File: config.mk
export PLATFORM = sky130hd
export DESIGN_NAME = pipe_stage_skid
export DESIGN_NICKNAME = d
export VERILOG_FILES = /design/src/rtl/pipe_pkg.sv /design/src/rtl/pipe_payload_reg.sv /design/src/rtl/pipe_stage_skid.sv
export SDC_FILE = /design/constraint.sdc
export NUM_CORES = 1
export LEC_CHECK = 0
export BUFFER_PORTS_ARGS = -buffer_cell sky130_fd_sc_hd__buf_2
export CAP_MARGIN = 20
export CORE_UTILIZATION = 30
export CTS_CLUSTER_SIZE = 24
export DETAILED_ROUTE_END_ITERATION = 7
export HOLD_SLACK_MARGIN = 0.15
export PLACE_DENSITY = 0.46
export REMOVE_ABC_BUFFERS = 1
export SYNTH_ARGS = -nofsm -noshare
export SYNTH_HDL_FRONTEND = slang
export SYNTH_HIERARCHICAL = 1
export SYNTH_SLANG_ARGS = --single-unit
File: constraint.sdc
create_clock -name clk -period 5.2 [get_ports clk]
set_input_delay 1.56 -clock clk [delete_from_list [all_inputs] [get_ports clk]]
set_output_delay 1.56 -clock clk [all_outputs]
set_load 0.01 [all_outputs]
File: src/rtl/pipe_pkg.sv
// Shared constants for the pipeline-stage registers: state encodings and
// control-field bit positions within the control payload.
package pipe_pkg;

    localparam logic [1:0] ST_EMPTY = 2'b00;
    localparam logic [1:0] ST_BUSY  = 2'b01;
    localparam logic [1:0] ST_FULL  = 2'b10;

    localparam int CTRL_W_DEF     = 8;
    localparam int CTRL_MEM_READ  = 0;
    localparam int CTRL_MEM_WRITE = 1;
    localparam int CTRL_BRANCH    = 2;
    localparam int CTRL_ZERO      = 3;

endpackage

File: src/rtl/pipe_payload_reg.sv
// Load/clear payload register; clear has priority over load so a flush
// always yields a zero payload.
module pipe_payload_reg #(
    parameter int W = 40
) (
    input  logic         clk,
    input  logic         reset,
    input  logic         i_load,
    input  logic         i_clear,
    input  logic [W-1:0] i_d,
    output logic [W-1:0] o_q
);

    logic [W-1:0] r_q;

    always_ff @(posedge clk or negedge reset) begin
        if (!reset) begin
            r_q <= '0;
        end else if (i_clear) begin
            r_q <= '0;
        end else if (i_load) begin
            r_q <= i_d;
        end
    end

    assign o_q = r_q;

endmodule

File: src/rtl/pipe_stage_skid.sv
// Pipeline-stage register with valid/ready handshake, one-entry skid buffer,
// synchronous flush and a saturating stall counter.
module pipe_stage_skid
    import pipe_pkg::*;
#(
    parameter int DATA_W = 32,
    parameter int CTRL_W = CTRL_W_DEF,
    parameter int CNT_W  = 16
) (
    input  logic              clk,
    input  logic              reset,
    input  logic              flush,
    input  logic              in_valid,
    output logic              in_ready,
    input  logic [DATA_W-1:0] in_data,
    input  logic [CTRL_W-1:0] in_ctrl,
    output logic              out_valid,
    input  logic              out_ready,
    output logic [DATA_W-1:0] out_data,
    output logic [CTRL_W-1:0] out_ctrl,
    output logic [CNT_W-1:0]  stall_cnt,
    input  logic              stat_clr
);

    localparam int PW = DATA_W + CTRL_W;

    logic [1:0]       r_state;
    logic [1:0]       w_state_nxt;
    logic [CNT_W-1:0] r_stall_cnt;

    logic             w_in_fire;
    logic             w_out_fire;
    logic             w_main_load;
    logic             w_main_clear;
    logic             w_skid_load;
    logic             w_skid_clear;
    logic [PW-1:0]    w_main_d;
    logic [PW-1:0]    w_main_q;
    logic [PW-1:0]    w_skid_q;

    assign in_ready   = (r_state != ST_FULL);
    assign out_valid  = (r_state != ST_EMPTY);
    assign w_in_fire  = in_valid & in_ready;
    assign w_out_fire = out_valid & out_ready;

    // Main is cleared whenever the stage drains to EMPTY so the bubble
    // presented downstream carries zero control.
    always_comb begin
        w_state_nxt  = r_state;
        w_main_load  = 1'b0;
        w_main_clear = 1'b0;
        w_skid_load  = 1'b0;
        w_skid_clear = 1'b0;
        w_main_d     = {in_data, in_ctrl};
        if (flush) begin
            w_state_nxt  = ST_EMPTY;
            w_main_clear = 1'b1;
            w_skid_clear = 1'b1;
        end else begin
            case (r_state)
                ST_EMPTY: begin
                    if (w_in_fire) begin
                        w_main_load = 1'b1;
                        w_state_nxt = ST_BUSY;
                    end
                end
                ST_BUSY: begin
                    if (w_in_fire && w_out_fire) begin
                        w_main_load = 1'b1;
                    end else if (w_in_fire) begin
                        w_skid_load = 1'b1;
                        w_state_nxt = ST_FULL;
                    end else if (w_out_fire) begin
                        w_main_clear = 1'b1;
                        w_state_nxt  = ST_EMPTY;
                    end
                end
                ST_FULL: begin
                    if (w_out_fire) begin
                        w_main_d     = w_skid_q;
                        w_main_load  = 1'b1;
                        w_skid_clear = 1'b1;
                        w_state_nxt  = ST_BUSY;
                    end
                end
                default: begin
                    w_state_nxt  = ST_EMPTY;
                    w_main_clear = 1'b1;
                    w_skid_clear = 1'b1;
                end
            endcase
        end
    end

    always_ff @(posedge clk or negedge reset) begin
        if (!reset) begin
            r_state <= ST_EMPTY;
        end else begin
            r_state <= w_state_nxt;
        end
    end

    pipe_payload_reg #(.W(PW)) u_main (
        .clk     (clk),
        .reset   (reset),
        .i_load  (w_main_load),
        .i_clear (w_main_clear),
        .i_d     (w_main_d),
        .o_q     (w_main_q)
    );

    pipe_payload_reg #(.W(PW)) u_skid (
        .clk     (clk),
        .reset   (reset),
        .i_load  (w_skid_load),
        .i_clear (w_skid_clear),
        .i_d     ({in_data, in_ctrl}),
        .o_q     (w_skid_q)
    );

    assign {out_data, out_ctrl} = w_main_q;

    always_ff @(posedge clk or negedge reset) begin
        if (!reset) begin
            r_stall_cnt <= '0;
        end else if (stat_clr) begin
            r_stall_cnt <= '0;
        end else if (out_valid && !out_ready && !flush && (r_stall_cnt != '1)) begin
            r_stall_cnt <= r_stall_cnt + 1'b1;
        end
    end

    assign stall_cnt = r_stall_cnt;

endmodule

Yosys cells after proc, flatten, opt, wreduce, memory -nomap -nowiden:

Index checks and enable logic that the tools add are counted.

* memories: 0
* word-level logic and storage cells: 59
* bits of input ports: 46
* flip-flop bits (word level): 98
* latch bits: 0
* output and inout port bits: 58
* bits in read-only memories: 0
* memory bits (writable): 0

* shifts and indexed selects: 0
* reductions and logical operators: 14
* multiplexer cells: 30
* add/sub/neg operators: 1
* div/mod/pow operators: 0
* order comparisons: 0
* bitwise gates (word level): 2
* multiply operators: 0
* equal/unequal tests: 8

Operator list (number)
* 40-bit 2-to-1 mux: 7
* 16-bit 2-to-1 mux: 2
* 16-bit by 1-bit adder with 16-bit output (second input constant): 1
* 16-bit != test (second input constant): 1
* 2-bit 2-to-1 mux: 6
* 1-bit 2-to-1 mux: 11
* 3-bit != test (second input constant): 3
* 2-bit nonzero test: 4
* 2-bit one-hot mux with 3 select lines: 1
* 1-bit logical AND: 4
* 4-bit != test (second input constant): 1
* 1-bit one-hot mux with 2 select lines: 2
* 4-bit AND reduction: 1
* 2-bit OR reduction: 2
* 1-bit one-hot mux with 3 select lines: 1
* 1-bit AND: 2
* 2-bit by 1-bit equality test with 1-bit output (second input constant): 1
* 2-bit equality test (second input constant): 1
* 1-bit logical NOT: 2
* 2-bit logical NOT: 1
* 2-bit != test (second input constant): 1

Depth between registers and ports, before layout:

* depth in word-level cells: 8
* depth in mapped cells: 7
* mapped depth without buffers: 5

By module:

Netlist, hierarchy kept.

Modules (own cells, without submodules)
* pipe_payload_reg: area each 1657.8 µm², cells an instance 129, seq. area each 1001.0 µm², times used 2
* pipe_stage_skid: area each 1587.8 µm², cells an instance 171, seq. area each 450.4 µm², times used 1

Worst setup path after synthesis:

No wires, ideal clock.

* kind: in2reg
* from: input flush
* to: register r_stall_cnt[13] (netlist: stall_cnt[13])
* slack: 2156 ps
* stages: 5
* buffers on the path: 1
* library setup time: 125 ps
* arrival time: 2919 ps
* path through: or2_4 or3_1 buf_6 nor4_1 mux2_2

* cells in the longest elaborated chain, start to end: 4

Ends and longest elaborated chain
* start: declaration: line pipe_stage_skid.sv:12 `input logic flush,`
* 1-bit logical NOT: line pipe_stage_skid.sv:128 `end else if (out_valid && !out_ready && !flush && (r_stall_cnt != '1)) begin`
* 1-bit logical AND (2 in a row): line pipe_stage_skid.sv:128
* 2-bit nonzero test (no line)
* end signal: assignment: line pipe_stage_skid.sv:129 `r_stall_cnt <= r_stall_cnt + 1'b1;`
* end: declaration: line pipe_stage_skid.sv:29 `logic [CNT_W-1:0] r_stall_cnt;`

No other way between the ends.
A chain may end at the register's enable or synchronous reset.

Worst setup path in the final report:

* from: input flush
* to: register u_skid.r_q[7] (netlist: u_skid/o_q[7])

* cells in the longest elaborated chain, start to end: 2
* elaborated cells between the ends (all ways): 4
* those cells by class: mux: 3; reduce/logical: 1

Ends and longest elaborated chain
* 1-bit 2-to-1 mux: line pipe_stage_skid.sv:55 `if (flush) begin`
* net w_skid_load: line pipe_stage_skid.sv:35 `logic w_skid_load;`
* 2-bit nonzero test (no line)
* end signal: assignment: line pipe_payload_reg.sv:22 `r_q <= i_d;`
* end: declaration: line pipe_payload_reg.sv:14 `logic [W-1:0] r_q;`

The timed path passes the listed nets, and every way through them passes these cells.

==> results.yml <==
status:
  status: "finished clean"
synthesis:
  synth_top_area_frac: 0.500
  syn-mean-instance-area_um2: 11.4
  ys_seq_area_frac: 0.500
  synthCells: 429
  synth_area_leaders: "dfrtp_1 (50%), mux2i_1 (16%), mux2_2 (9.9%), nor2_1 (6.7%), buf_12 (3.3%)"
  syn_area_um2: 4900
  ys_types: 36
  synth_async_sr_flop_share: 1.00
  synth_edf_count: 0
  yosysWarnings: 6
  synth_top_area_cell: "dfrtp_1"
  ys_ff_latch: 98
  synthFlopType: "dfrtp_1"
clock_network:
  cts.repair.resized: 0
  root_buffer: "clkbuf_16"
  clock_latency_ns: 0.34
  clkTransAtPathRegs_ns: 0.06
  cts-buffers-inserted: 9
  ctsLongestPathBuffers: 2
  cts_setup_buffers: 0
  cts.sinks: 98
  holdBufCountCts: 0
  htreeDepth: 3
  cts_tree: "built"
placed_design:
  place_area_um2: 5480
  dp_hpwl_mm: 7.22
  gp_congestion: 0.793
  port_buffers: 103
finish:
  nNetsFinal: 569
  final.fill_count: 1649
  syn_to_final_growth_pct: 18.4
  num_antenna_cells: 0
  drive_gt1_frac: 0.327
  design_area_um2: 5810
power:
  power_uw: 1640
  p_leak_uw: 0.00264
  ir_worst_vdd_mv: 0.151
  power_density_nw_per_um2: 283
setup_path:
  ff2ff_path_depth: 5
  max_stage_delay_ns: 0.91
  critPathCaptureType: "flip-flop"
  cp_slowest_cell: "and3_2"
  reg2reg_from: "r_state[1]"
  worstPathMaxFanout: 33
  worstPathArrival_ns: 3.44
  criticalPathCategory: "primary input to flip-flop"
  crit_top_cell: "nor2_1"
  cp_data_required_time_ns: 5.38
  start_kind: "primary input"
  crit_chain: "buf_2 -> nor2_1 -> and3_2 -> buf_4 -> mux2i_1 -> nor2_1"
  cp-startpoint: "flush"
  rr_endpoint: "u_skid/o_q[7]"
  r2r_slack_ns: 2.85
  cp-endpoint: "u_skid/o_q[7]"
sta:
  finalClockSkew_ns: 0.00351
  timing.final.crit_period_ns: 3.26
  rsz0062_at_grt: "no"
  setup_violations: 0
  relSlewSlack: 0.305
  max_freq_mhz: 307
  finalMaxSlewViolations: 0
  worstMarginPinSlew_ns: 1.04
  min_period_over_period: 0.626
  finalHoldViolCount: 0
grt:
  antenna_found_initial: 0
  gr-total-overflow: 0
  grt_pass1_vias: 3523
  grt_max_degree: 79
  grt_use_total: 0.145
  grt_pass1_wl_mm: 18.6
drt:
  drt_iter0_markers: 169
  antenna_left: 0
  routed_via_density: 4.71
  vias: 3496
  wl_per_cell_um: 15.3
  drc: 0
  drt_wl_total_mm: 11.3
  first_pass_iters: 4
floorplanning:
  core_area_um2: 15900
  pin_count: 104
  die-area_um2: 16900
  die_w_um: 130
  start_util: 0.308
  rows: 46
  die_y_um: 130
job:
  maxCapViolCount: 0
min_path:
  min-delay-start: "u_main/o_q[38]"
  hp-class: "flip-flop to flip-flop"
cell usage in the layout (no fill, tap or decap), types with 2 or more instances in the layout:
cell | netlist | layout
buf_2 | 5 | 102
dfrtp_1 | 98 | 98
nor2_1 | 87 | 87
mux2i_1 | 80 | 80
mux2_2 | 43 | 43
a21oi_1 | 14 | 13
nand2_1 | 9 | 9
clkbuf_16 | 0 | 9
or4_1 | 8 | 8
o31ai_1 | 7 | 7
o21ai_0 | 6 | 6
nand4_1 | 6 | 6
nor2b_1 | 5 | 5
nand3_1 | 5 | 5
buf_4 | 0 | 5
inv_1 | 4 | 4
or3_1 | 4 | 4
nor4_1 | 4 | 4
and4_1 | 3 | 3
clkbuf_1 | 10 | 3
nand2b_2 | 0 | 2
o21bai_1 | 2 | 2
power breakdown:
group          total [uW]  switching, uW  internal (uW)
logic                 183            105           77.7
registers             799           12.9            786
clock network         662            277            384
total                1640            395           1250
flip-flops by register name, indices dropped and copies added, names as in the netlist:
name and cells:
u_main/o_q 40, r_state 2, u_skid/o_q 40, stall_cnt 16
worst min path at each step:
stage,end,slack (ns),depth (start not counted)
after detailed placement,u_skid/o_q[9],0.50,2
after floorplan,u_skid/o_q[0],0.48,2
after CTS,u_main/o_q[13],0.52,2
final,u_main/o_q[38],0.51,2
after global routing,u_main/o_q[1],0.54,2
after global placement,u_main/o_q[7],0.50,2
synthesized netlist by cell type (6+ instances only):
library cell	instances
or4_1	8
nand4_1	6
mux2_2	43
mux2i_1	80
a21oi_1	14
o21ai_0	6
nand2_1	9
dfrtp_1	98
nor2_1	87
buf_12	8
o31ai_1	7
clkbuf_1	10
critical path: cells and delay by family:
| kind | cells | cell delay [ns] |
|---|---|---|
| muxes | 1 | 0.20 |
| buffers and inverters | 2 | 0.50 |
| and+or+nand+nor | 3 | 1.15 |
kinds of logic (layout without fill, tap and decap cells):
logic type / after synthesis / after routing / share of synthesized area
simple gates: 141 / 141 / 0.135
mux: 123 / 123 / 0.262
flops: 98 / 98 / 0.500
compound gates: 35 / 35 / 0.0441
buf+inv: 31 / 128 / 0.0561
fa+ha+maj: 1 / 1 / 0.00255
area by class of cell:
type	count	area, um^2	area share
clock buffer	13	250	0.0431
clock inverter	2	37.5	0.00646
inverter	4	15.0	0.00259
multi-input combinational	300	2200	0.379
sequential	98	2450	0.422
tap	216	270	0.0465
timing repair buffer	109	583	0.100
through the flow:
| stage | cells | util | setup WS [ns] | hold WS, ns | setup TNS, ns |
|---|---|---|---|---|---|
| final | 742 | 0.364 | 1.94 | 0.514 | 0 |
| after global placement | 725 | 0.344 | 1.62 | 0.496 | 0 |
| after global routing | 742 | 0.364 | 1.76 | 0.543 | 0 |
| after CTS | 740 | 0.362 | 1.94 | 0.520 | 0 |
| after detailed placement | 725 | 0.344 | 1.56 | 0.503 | 0 |
| after floorplan | 402 | - | -0.134 | 0.480 | -5.35 |
metal layers:
layer	global-route usage	wire, um
met4	0.0472	124
met2	0.218	4920
met5	0	0
met1	0.204	5670
met3	0.0340	633
Power figures use the tool's default switching activity.
